File: src/rtl/npc_pkg.sv
// Shared constants and types for the npc core front end.
package npc_pkg;

    localparam logic [31:0] NOP_INST         = 32'h0000_0013;
    localparam logic [31:0] BAD_INST         = 32'h0000_007F;
    localparam logic [31:0] EBREAK_INST      = 32'h0010_0073;
    localparam logic [31:0] DEFAULT_RESET_PC = 32'h8000_0000;

    typedef enum logic [1:0] {
        S_REQ,
        S_WAIT,
        S_HOLD
    } fetch_state_e;

endpackage

File: src/rtl/ifu_fetch_if.sv
// Fetch-stage bus: imem request/response, redirect/halt control and the decode-side output.
interface ifu_fetch_if;

    logic        imem_req_valid;
    logic        imem_req_ready;
    logic [31:0] imem_req_addr;
    logic        imem_resp_valid;
    logic [31:0] imem_resp_data;
    logic        redirect_valid;
    logic [31:0] redirect_pc;
    logic        halt;
    logic        out_valid;
    logic        out_ready;
    logic [31:0] out_pc;
    logic [31:0] out_instruction;
    logic [31:0] fetch_count;

    modport master (
        output imem_req_valid, imem_req_addr,
        output out_valid, out_pc, out_instruction, fetch_count,
        input  imem_req_ready, imem_resp_valid, imem_resp_data,
        input  redirect_valid, redirect_pc, halt, out_ready
    );

    modport slave (
        input  imem_req_valid, imem_req_addr,
        input  out_valid, out_pc, out_instruction, fetch_count,
        output imem_req_ready, imem_resp_valid, imem_resp_data,
        output redirect_valid, redirect_pc, halt, out_ready
    );

endinterface

File: src/rtl/ifu_fetch.sv
// Instruction fetch stage: owns the PC, issues one imem request at a time and
// holds the fetched {pc, instruction} in a registered valid/ready output.
//
//   state  | meaning
//   S_REQ  | presenting a request at pc (or emitting BAD_INST when misaligned)
//   S_WAIT | request accepted, waiting for the single response
//   S_HOLD | output register valid, waiting for the next stage to take it
module ifu_fetch
    import npc_pkg::*;
#(
    parameter logic [31:0] RESET_PC = DEFAULT_RESET_PC,
    parameter int unsigned XLEN     = 32
) (
    input  logic        clk,
    input  logic        rst,
    ifu_fetch_if.master bus
);

    fetch_state_e    state_q, state_d;
    logic            kill_q, kill_d;
    logic [XLEN-1:0] pc_q, pc_d;
    logic            out_valid_q, out_valid_d;
    logic [XLEN-1:0] out_pc_q, out_pc_d;
    logic [XLEN-1:0] out_inst_q, out_inst_d;
    logic [31:0]     fetch_count_q, fetch_count_d;

    logic misaligned;
    logic req_fire;
    logic out_fire;

    assign misaligned = (pc_q[1:0] != 2'b00);
    assign req_fire   = bus.imem_req_valid && bus.imem_req_ready;
    assign out_fire   = out_valid_q && bus.out_ready;

    always_ff @(posedge clk or negedge rst) begin
        if (!rst) begin
            state_q       <= S_REQ;
            kill_q        <= 1'b0;
            pc_q          <= RESET_PC;
            out_valid_q   <= 1'b0;
            out_pc_q      <= RESET_PC;
            out_inst_q    <= NOP_INST;
            fetch_count_q <= '0;
        end else begin
            state_q       <= state_d;
            kill_q        <= kill_d;
            pc_q          <= pc_d;
            out_valid_q   <= out_valid_d;
            out_pc_q      <= out_pc_d;
            out_inst_q    <= out_inst_d;
            fetch_count_q <= fetch_count_d;
        end
    end

    always_comb begin
        state_d       = state_q;
        kill_d        = kill_q;
        pc_d          = pc_q;
        out_valid_d   = out_valid_q;
        out_pc_d      = out_pc_q;
        out_inst_d    = out_inst_q;
        fetch_count_d = fetch_count_q;

        // A handshake in the redirect cycle still counts as delivered.
        if (out_fire) begin
            out_valid_d   = 1'b0;
            fetch_count_d = fetch_count_q + 32'd1;
        end

        if (bus.redirect_valid) begin
            pc_d        = bus.redirect_pc;
            out_valid_d = 1'b0;
            case (state_q)
                S_REQ: begin
                    if (req_fire) begin
                        state_d = S_WAIT;
                        kill_d  = 1'b1;
                    end
                end
                S_WAIT: begin
                    if (bus.imem_resp_valid) begin
                        state_d = S_REQ;
                        kill_d  = 1'b0;
                    end else begin
                        kill_d  = 1'b1;
                    end
                end
                default: state_d = S_REQ;
            endcase
        end else begin
            case (state_q)
                S_REQ: begin
                    if (misaligned) begin
                        out_pc_d    = pc_q;
                        out_inst_d  = BAD_INST;
                        out_valid_d = 1'b1;
                        state_d     = S_HOLD;
                    end else if (req_fire) begin
                        state_d = S_WAIT;
                    end
                end
                S_WAIT: begin
                    if (bus.imem_resp_valid) begin
                        if (kill_q) begin
                            kill_d  = 1'b0;
                            state_d = S_REQ;
                        end else begin
                            out_pc_d    = pc_q;
                            out_inst_d  = bus.imem_resp_data;
                            out_valid_d = 1'b1;
                            pc_d        = pc_q + XLEN'(4);
                            state_d     = S_HOLD;
                        end
                    end
                end
                default: begin
                    if (out_fire) state_d = S_REQ;
                end
            endcase
        end
    end

    // Request is gated by rst so it reads 0 while reset is held.
    always_comb begin
        bus.imem_req_valid  = rst && (state_q == S_REQ) && !bus.halt && !misaligned;
        bus.imem_req_addr   = pc_q;
        bus.out_valid       = out_valid_q;
        bus.out_pc          = out_pc_q;
        bus.out_instruction = out_inst_q;
        bus.fetch_count     = fetch_count_q;
    end

    resp_only_when_waiting: assert property (
        @(posedge clk) disable iff (!rst) bus.imem_resp_valid |-> (state_q == S_WAIT)
    );

endmodule

File: src/flat_wrapper.sv
// flat-port wrapper written by rule: the top's interface ports become plain ports
module ifu_fetch_flat import npc_pkg::*;
#(
    parameter logic [31:0] RESET_PC = DEFAULT_RESET_PC,
    parameter int unsigned XLEN     = 32
)
  (clk, rst, bus_imem_req_valid, bus_imem_req_addr, bus_out_valid, bus_out_pc, bus_out_instruction, bus_fetch_count, bus_imem_req_ready, bus_imem_resp_valid, bus_imem_resp_data, bus_redirect_valid, bus_redirect_pc, bus_halt, bus_out_ready);
  ifu_fetch_if bus_i ();
  input  logic clk;
  input  logic rst;
  output wire logic [$bits(bus_i.imem_req_valid)-1:0] bus_imem_req_valid;
  output wire logic [$bits(bus_i.imem_req_addr)-1:0] bus_imem_req_addr;
  output wire logic [$bits(bus_i.out_valid)-1:0] bus_out_valid;
  output wire logic [$bits(bus_i.out_pc)-1:0] bus_out_pc;
  output wire logic [$bits(bus_i.out_instruction)-1:0] bus_out_instruction;
  output wire logic [$bits(bus_i.fetch_count)-1:0] bus_fetch_count;
  input wire logic [$bits(bus_i.imem_req_ready)-1:0] bus_imem_req_ready;
  input wire logic [$bits(bus_i.imem_resp_valid)-1:0] bus_imem_resp_valid;
  input wire logic [$bits(bus_i.imem_resp_data)-1:0] bus_imem_resp_data;
  input wire logic [$bits(bus_i.redirect_valid)-1:0] bus_redirect_valid;
  input wire logic [$bits(bus_i.redirect_pc)-1:0] bus_redirect_pc;
  input wire logic [$bits(bus_i.halt)-1:0] bus_halt;
  input wire logic [$bits(bus_i.out_ready)-1:0] bus_out_ready;
  assign bus_imem_req_valid = bus_i.imem_req_valid;
  assign bus_imem_req_addr = bus_i.imem_req_addr;
  assign bus_out_valid = bus_i.out_valid;
  assign bus_out_pc = bus_i.out_pc;
  assign bus_out_instruction = bus_i.out_instruction;
  assign bus_fetch_count = bus_i.fetch_count;
  assign bus_i.imem_req_ready = bus_imem_req_ready;
  assign bus_i.imem_resp_valid = bus_imem_resp_valid;
  assign bus_i.imem_resp_data = bus_imem_resp_data;
  assign bus_i.redirect_valid = bus_redirect_valid;
  assign bus_i.redirect_pc = bus_redirect_pc;
  assign bus_i.halt = bus_halt;
  assign bus_i.out_ready = bus_out_ready;
  ifu_fetch #(.RESET_PC(RESET_PC), .XLEN(XLEN)) u_core (.clk(clk), .rst(rst), .bus(bus_i));
endmodule
File: config.mk
export PLATFORM = sky130hd
export DESIGN_NAME = ifu_fetch_flat
export DESIGN_NICKNAME = d
export VERILOG_FILES = /design/src/rtl/npc_pkg.sv /design/src/rtl/ifu_fetch_if.sv /design/src/rtl/ifu_fetch.sv /design/src/flat_wrapper.sv
export SDC_FILE = /design/constraint.sdc
export NUM_CORES = 1
export LEC_CHECK = 0
export CAP_MARGIN = 20
export CORE_MARGIN = 10
export CORE_UTILIZATION = 46
export DETAILED_ROUTE_END_ITERATION = 12
export PLACE_DENSITY = 0.86
export SLEW_MARGIN = 20
export SYNTH_ARGS = -nofsm -noshare
export SYNTH_HDL_FRONTEND = slang
export SYNTH_SLANG_ARGS = --single-unit
File: constraint.sdc
create_clock -name clk -period 2.1 [get_ports clk]
set_input_delay 0.315 -clock clk [delete_from_list [all_inputs] [get_ports clk]]
set_output_delay 0.315 -clock clk [all_outputs]
set_load 0.05 [all_outputs]
==> metrics.cfg, run 1 <==
[critical_path]
critical_path_class = reg2out
worstPathArrival_ns = 1.74
crit_chain = clkdlybuf4s50_1
end_kind = output pin
cp_max_fo = 2
cp-start-kind = flip-flop
worst_path_dominant_cell_family = buffers and inverters
crit_path_top_delay_cell = clkdlybuf4s50_1
cp.required_ns = 1.78
slowest_delay_ns = 0.80
cp_num_buf_inv = 1

[global_routing]
grt_pass1_wl_um = 28900
antenna_found_initial = 0
track_usage = 0.199
grt_max_degree = 133
grt_pass1_vias = 5620
grt-ovfl-total = 0

[routing]
wl_met1_um = 6970
ant_nets = 0
wl_per_cell_um = 18.3
top_layer = met4
met2RoutedLength_um = 8740
via_per_inst = 5.35
drt_pass1_iterations = 4
wl_met3_um = 1840
drtIter0Drc = 325
wl_um = 17800
route.vias.total = 5206
drc_errors = 0

[cells_and_area]
n_antenna_cell = 0
final_common_cell = clkdlybuf4s50_1
layoutNonFillerInstCount = 973
fillers = 900
final_util = 0.703
final_layout_size_suffix_gt1_frac = 0.122
syn2layout_area_growth_pct = 49.4
nets = 861
final_cell_mix = clkdlybuf4s50_1 (183), dfrtp_1 (127), nand2_1 (99)

[outcome]
violations = negative hold slack
status = finished with violations

[clock_tree]
cts.clk_slew.worst_paths_ns = 0.05
ctsHoldBuffers = 0
clockBufferDepth = 2
htree_levels = 4
worstSkewPairLatency_ns = 0.42
cts_tree = built
cts.sinks = 132
cts_root_buf = clkbuf_16
numCtsBuffers = 17

[synthesis]
yosys.area_share.adder = 0.00420
synth-main-ff-cell = dfrtp_1
synth_area_mm2 = 0.00596
syn-num-nets = 649
synth-edff-count = 0
yosysWarnings = 0
synth-async-reset-ratio = 1.00
syn_avg_cell_area_um2 = 10.4
synthMuxAreaShare = 0.0583
yosys.area_share.simple = 0.205
yosysSeqAreaShare = 0.555
syn_inst = 576
yosysUniqueCellTypes = 41
synth.ff_latch_count = 132
synth_compound_area_frac = 0.0875
synthXorXnorAreaFrac = 0.0587
synth_top_family_by_area = simple AND/OR/NAND/NOR gates

[place]
io_buffers = 200
placedCellCount = 940
dp_hpwl_um = 13000
gp_congestion = 0.831
dp_slack_ns = -0.138

[pwr]
leakage_nw = 3.79
seqPwrFrac = 0.357
pwr-share-clk = 0.325
p_per_area_mw_per_mm2 = 1010
max-vdd-ir-drop_mv = 0.696
combPwrFrac = 0.318
swShare = 0.351
p_int_mw = 5.85
p_sw_mw = 3.16

[timing]
fin_crit_ns = 2.05
finalCritPeriodShare = 0.978
tightest_slew_ns = 0.733
slew_viol_final = 0
grt_setup_unrepaired = false
hold_viol = 4
whs_ns = -0.0126
finalSetupViolations = 0
setup_slack_ns = 0.0457
relSlewSlack = 0.511
fin_skew_ns = 0.00623
fmax_mhz = 487

[flow_run]
drv_cap = 0

[floorplanning]
coreArea_mm2 = 0.0127
die_area_mm2 = 0.0179
die_w_um = 134
start_util = 0.471
ios = 201
row_count = 41
die_h_um = 134

[min_path]
worstHoldPathType = in2async

[registers in the layout (all words and copies together) (netlist names)]
name / flops
u_core.state_q: 2
u_core.bus.imem_req_addr: 32
u_core.bus.fetch_count: 32
u_core.bus.out_instruction: 32
u_core.bus.out_pc: 32
u_core.bus.out_valid: 1
u_core.kill_q: 1
[area by class of cell]
cell class | count | area (µm²) | share of cell area
Clock buffer | 28 | 517 | 0.0580
Clock inverter | 4 | 70.1 | 0.00787
Inverter | 10 | 37.5 | 0.00421
Multi-Input combinational cell | 401 | 2490 | 0.280
Sequential cell | 132 | 3310 | 0.371
Tap cell | 172 | 215 | 0.0242
Timing Repair Buffer | 226 | 2270 | 0.254
[cell usage after synthesis, drive strengths merged, types with 4 or more instances]
cell type	count	area share
clkbuf	20	0.013
or4	14	0.018
o21ai	50	0.042
nand3	26	0.022
o31ai	11	0.014
xnor2	27	0.040
nand2	99	0.062
nand4	26	0.030
mux2	30	0.057
and3	10	0.010
and4	9	0.013
and2	9	0.0094
dfstp	5	0.022
a31oi	13	0.014
inv	10	0.0063
buf	13	0.013
dfrtp	127	0.53
nor3	7	0.0059
nor4	4	0.0052
nor2	30	0.019
xor2	13	0.019
[power groups by stage]
stage	registers, mW	logic [mW]	clock network [mW]
after floorplan	4.45	0.533	0
after global placement	3.23	2.84	0
after detailed placement	3.26	2.89	0
after CTS	3.22	2.90	2.96
after global routing	3.27	3.01	3.09
final	3.22	2.86	2.93
[layer usage]
metal | GRT usage | up-vias
met1 | 0.221 | 2504
met2 | 0.330 | 218
met5 | 0 | -
li1 | - | 2460
met3 | 0.0941 | 24
met4 | 0.0653 | 0
[what timing repair did]
action	CTS	global route
pin swaps	0	1
buffers inserted	0	1
endpoints found under the hold margin	0	0
resized for setup	2	15
setup endpoints to repair	2	16
[stage by stage]
stage | setup TNS (ns) | total power, mW | instance area [µm²] | hold WS [ns]
6_report | 0 | 9.01 | 8910 | -0.0126
2_1_floorplan | 0 | 4.98 | 5980 | 0.0194
3_5_place_dp | -1.10 | 6.15 | 8280 | 0.470
4_1_cts | 0 | 9.08 | 8860 | 0.0608
5_1_grt | 0 | 9.38 | 8910 | 0.0702
3_3_place_gp | -0.342 | 6.07 | 8280 | 0.462
[worst paths after layout]
check                      depth (start not counted)                           start  slack (ns)                        endpoint
setup / recovery                                   1   u_core.bus.out_instruction[0]        0.05          bus_out_instruction[0]
hold / removal                                     2                             rst       -0.01           u_core.bus.out_pc[27]
setup reg to reg                                   4     u_core.bus.imem_req_addr[6]        0.15    u_core.bus.imem_req_addr[22]
hold reg to reg                                    2  u_core.bus.out_instruction[20]        0.48  u_core.bus.out_instruction[20]
max in group asynchronous                          2                             rst        1.54  u_core.bus.out_instruction[13]
min in group clk                                   3          bus_imem_resp_data[20]        0.45  u_core.bus.out_instruction[20]
[kinds of logic after synthesis]
logic type	count (synthesis)
buffers and inverters	43
flip-flops	132
XOR/XNOR	40
multiplexers	31
AO/OA/AOI/OAI	87
AND/OR/NAND/NOR	241
adder cells (fa/ha/maj)	2
Power figures use the tool's default switching activity.
==> inputs of run 2 (changes only) <==
--- a/config.mk
+++ b/config.mk
@@ -7,9 +7,9 @@
 export LEC_CHECK = 0
 export CAP_MARGIN = 20
 export CORE_MARGIN = 10
-export CORE_UTILIZATION = 46
+export CORE_UTILIZATION = 35
 export DETAILED_ROUTE_END_ITERATION = 12
-export PLACE_DENSITY = 0.86
+export PLACE_DENSITY = 0.69
 export SLEW_MARGIN = 20
 export SYNTH_ARGS = -nofsm -noshare
 export SYNTH_HDL_FRONTEND = slang
==> run 2 against run 1 <==
Compared with the run above: the flow now finishes without violations; critical path depth unchanged; die area increased by 26%; sequential cell count unchanged; combinational power barely moved.
==> metrics.cfg, run 2 (synthesis results as in run 1) <==
[outcome]
status = complete, no violations

[floorplanning]
coreArea_mm2 = 0.0166
ios = 201
die_w_um = 151
die_h_um = 151
die_area_mm2 = 0.0227
start_util = 0.358
row_count = 47

[global_routing]
grt_max_degree = 133
grt-ovfl-total = 0
grt_pass1_vias = 5118
grt_pass1_wl_um = 27700
use_met2 = 0.240
track_usage = 0.155
antenna_found_initial = 0
met3_usage = 0.0741
use_met1 = 0.190
gr-max-usage-layer = met2

[place]
gp_congestion = 0.783
dp_hpwl_um = 12600
dp_slack_ns = -0.0927
io_buffers = 200

[timing]
finalCritPeriodShare = 0.978
fmax_mhz = 487
hold_viol = 0
finalSetupViolations = 0
relSlewSlack = 0.516
fin_crit_ns = 2.05
slew_viol_final = 0
fin_setup_tns_ns = 0
grt_setup_unrepaired = false
setup_slack_ns = 0.0453
fin_skew_ns = 0.00998
tightest_slew_ns = 0.725

[routing]
via_per_inst = 4.94
wl_um = 17500
drt_pass1_iterations = 6
wl_per_cell_um = 17.1
route.vias.total = 5066
drtIter0Drc = 167
ant_nets = 0
drc_errors = 0

[clock_tree]
numCtsBuffers = 17
cts.clk_slew.worst_paths_ns = 0.06
ctsHoldBuffers = 0
cts_setup_buffers = 0
clockBufferDepth = 2
htree_levels = 4
cts_tree = built
cts_root_buf = clkbuf_16
cts.sinks = 132
worstSkewPairLatency_ns = 0.42

[flow_run]
drv_cap = 0

[cells_and_area]
final_util = 0.545
n_antenna_cell = 0
final_common_cell = clkdlybuf4s50_1
nets = 865
regArea_mm2 = 0.00331
final_cell_mix = clkdlybuf4s50_1 (181), dfrtp_1 (127), nand2_1 (99)
syn2layout_area_growth_pct = 52.1
final_layout_size_suffix_gt1_frac = 0.133
fillers = 1505
multi_input_area_mm2 = 0.00249

[pwr]
p_per_area_mw_per_mm2 = 1020
max-vdd-ir-drop_mv = 0.798
leakage_nw = 3.83
power_mw = 9.24

[critical_path]
worst_path_dominant_cell_family = buffers and inverters
slowest_delay_ns = 0.80
crit_start = u_core.bus.out_pc[31]
cp_max_fo = 2
crit_path_top_delay_cell = clkdlybuf4s50_1
end_kind = output pin
cp.required_ns = 1.78
critical_path_class = reg2out
cp_num_buf_inv = 1
worstPathArrival_ns = 1.74
timing.rr.start = u_core.bus.imem_req_addr[11]
cp-start-kind = flip-flop
crit_chain = clkdlybuf4s50_1

[min_path]
worstHoldPathType = in2async

[run 2: cell types whose count changed in the layout (fill, tap and decap cells not counted), sizes merged]
cell           previous run  this run
clkbuf                   28        17
dlygate4sd2               1         4
clkdlybuf4s50           183       181
dlymetal6s2s             14        13
inv                      10        13
clkinvlp                  0         1
clkinv                    2         7
bufinv                    2         4
buf                      28        32
[run 2: final cells by class]
class / instances / area share
inverters: 10 / 0.00414
repair buffers: 230 / 0.257
clock inverters: 15 / 0.0225
well taps: 220 / 0.0303
multi-input cells: 401 / 0.275
flip-flops and latches: 132 / 0.365
clock buffers: 17 / 0.0469
[run 2: per-stage QoR]
| step | cell area (µm²) | std cells | hold WS (ns) |
|---|---|---|---|
| after floorplan | 5980 | 576 | 0.0194 |
| after global placement | 8410 | 993 | 0.461 |
| after detailed placement | 8410 | 993 | 0.469 |
| after CTS | 9040 | 1025 | 0.0776 |
| after global routing | 9070 | 1025 | 0.0872 |
| final | 9070 | 1025 | 0.0224 |
[run 2: where the power goes]
group / internal [mW] / leakage, nW / switching, mW
Combinational: 1.03 / 1.85 / 1.83
Clock: 2.00 / 0.308 / 1.17
Sequential: 2.92 / 1.67 / 0.279
[run 2: layer usage]
layer / wire, µm / share of wire
met1: 7390 / 0.42
met2: 7980 / 0.46
met3: 1980 / 0.11
met4: 161 / 0.0092
met5: 0 / 0
[run 2: path summary, 6_finish.rpt]
path	to	slack, ns	cells past startpoint
min reg2reg	u_core.bus.fetch_count[31]	0.47	1
min in group clk	u_core.bus.imem_req_addr[31]	0.43	3
max in group asynchronous	u_core.bus.imem_req_addr[12]	1.52	2
max reg2reg	u_core.bus.imem_req_addr[31]	0.23	4
min	u_core.bus.out_pc[27]	0.02	2
max	bus_out_pc[31]	0.05	1
[run 2: what timing repair did]
action,CTS,global route
cloned,0,0
pin swaps,1,1
resized for setup,5,13
setup endpoints to repair,5,14
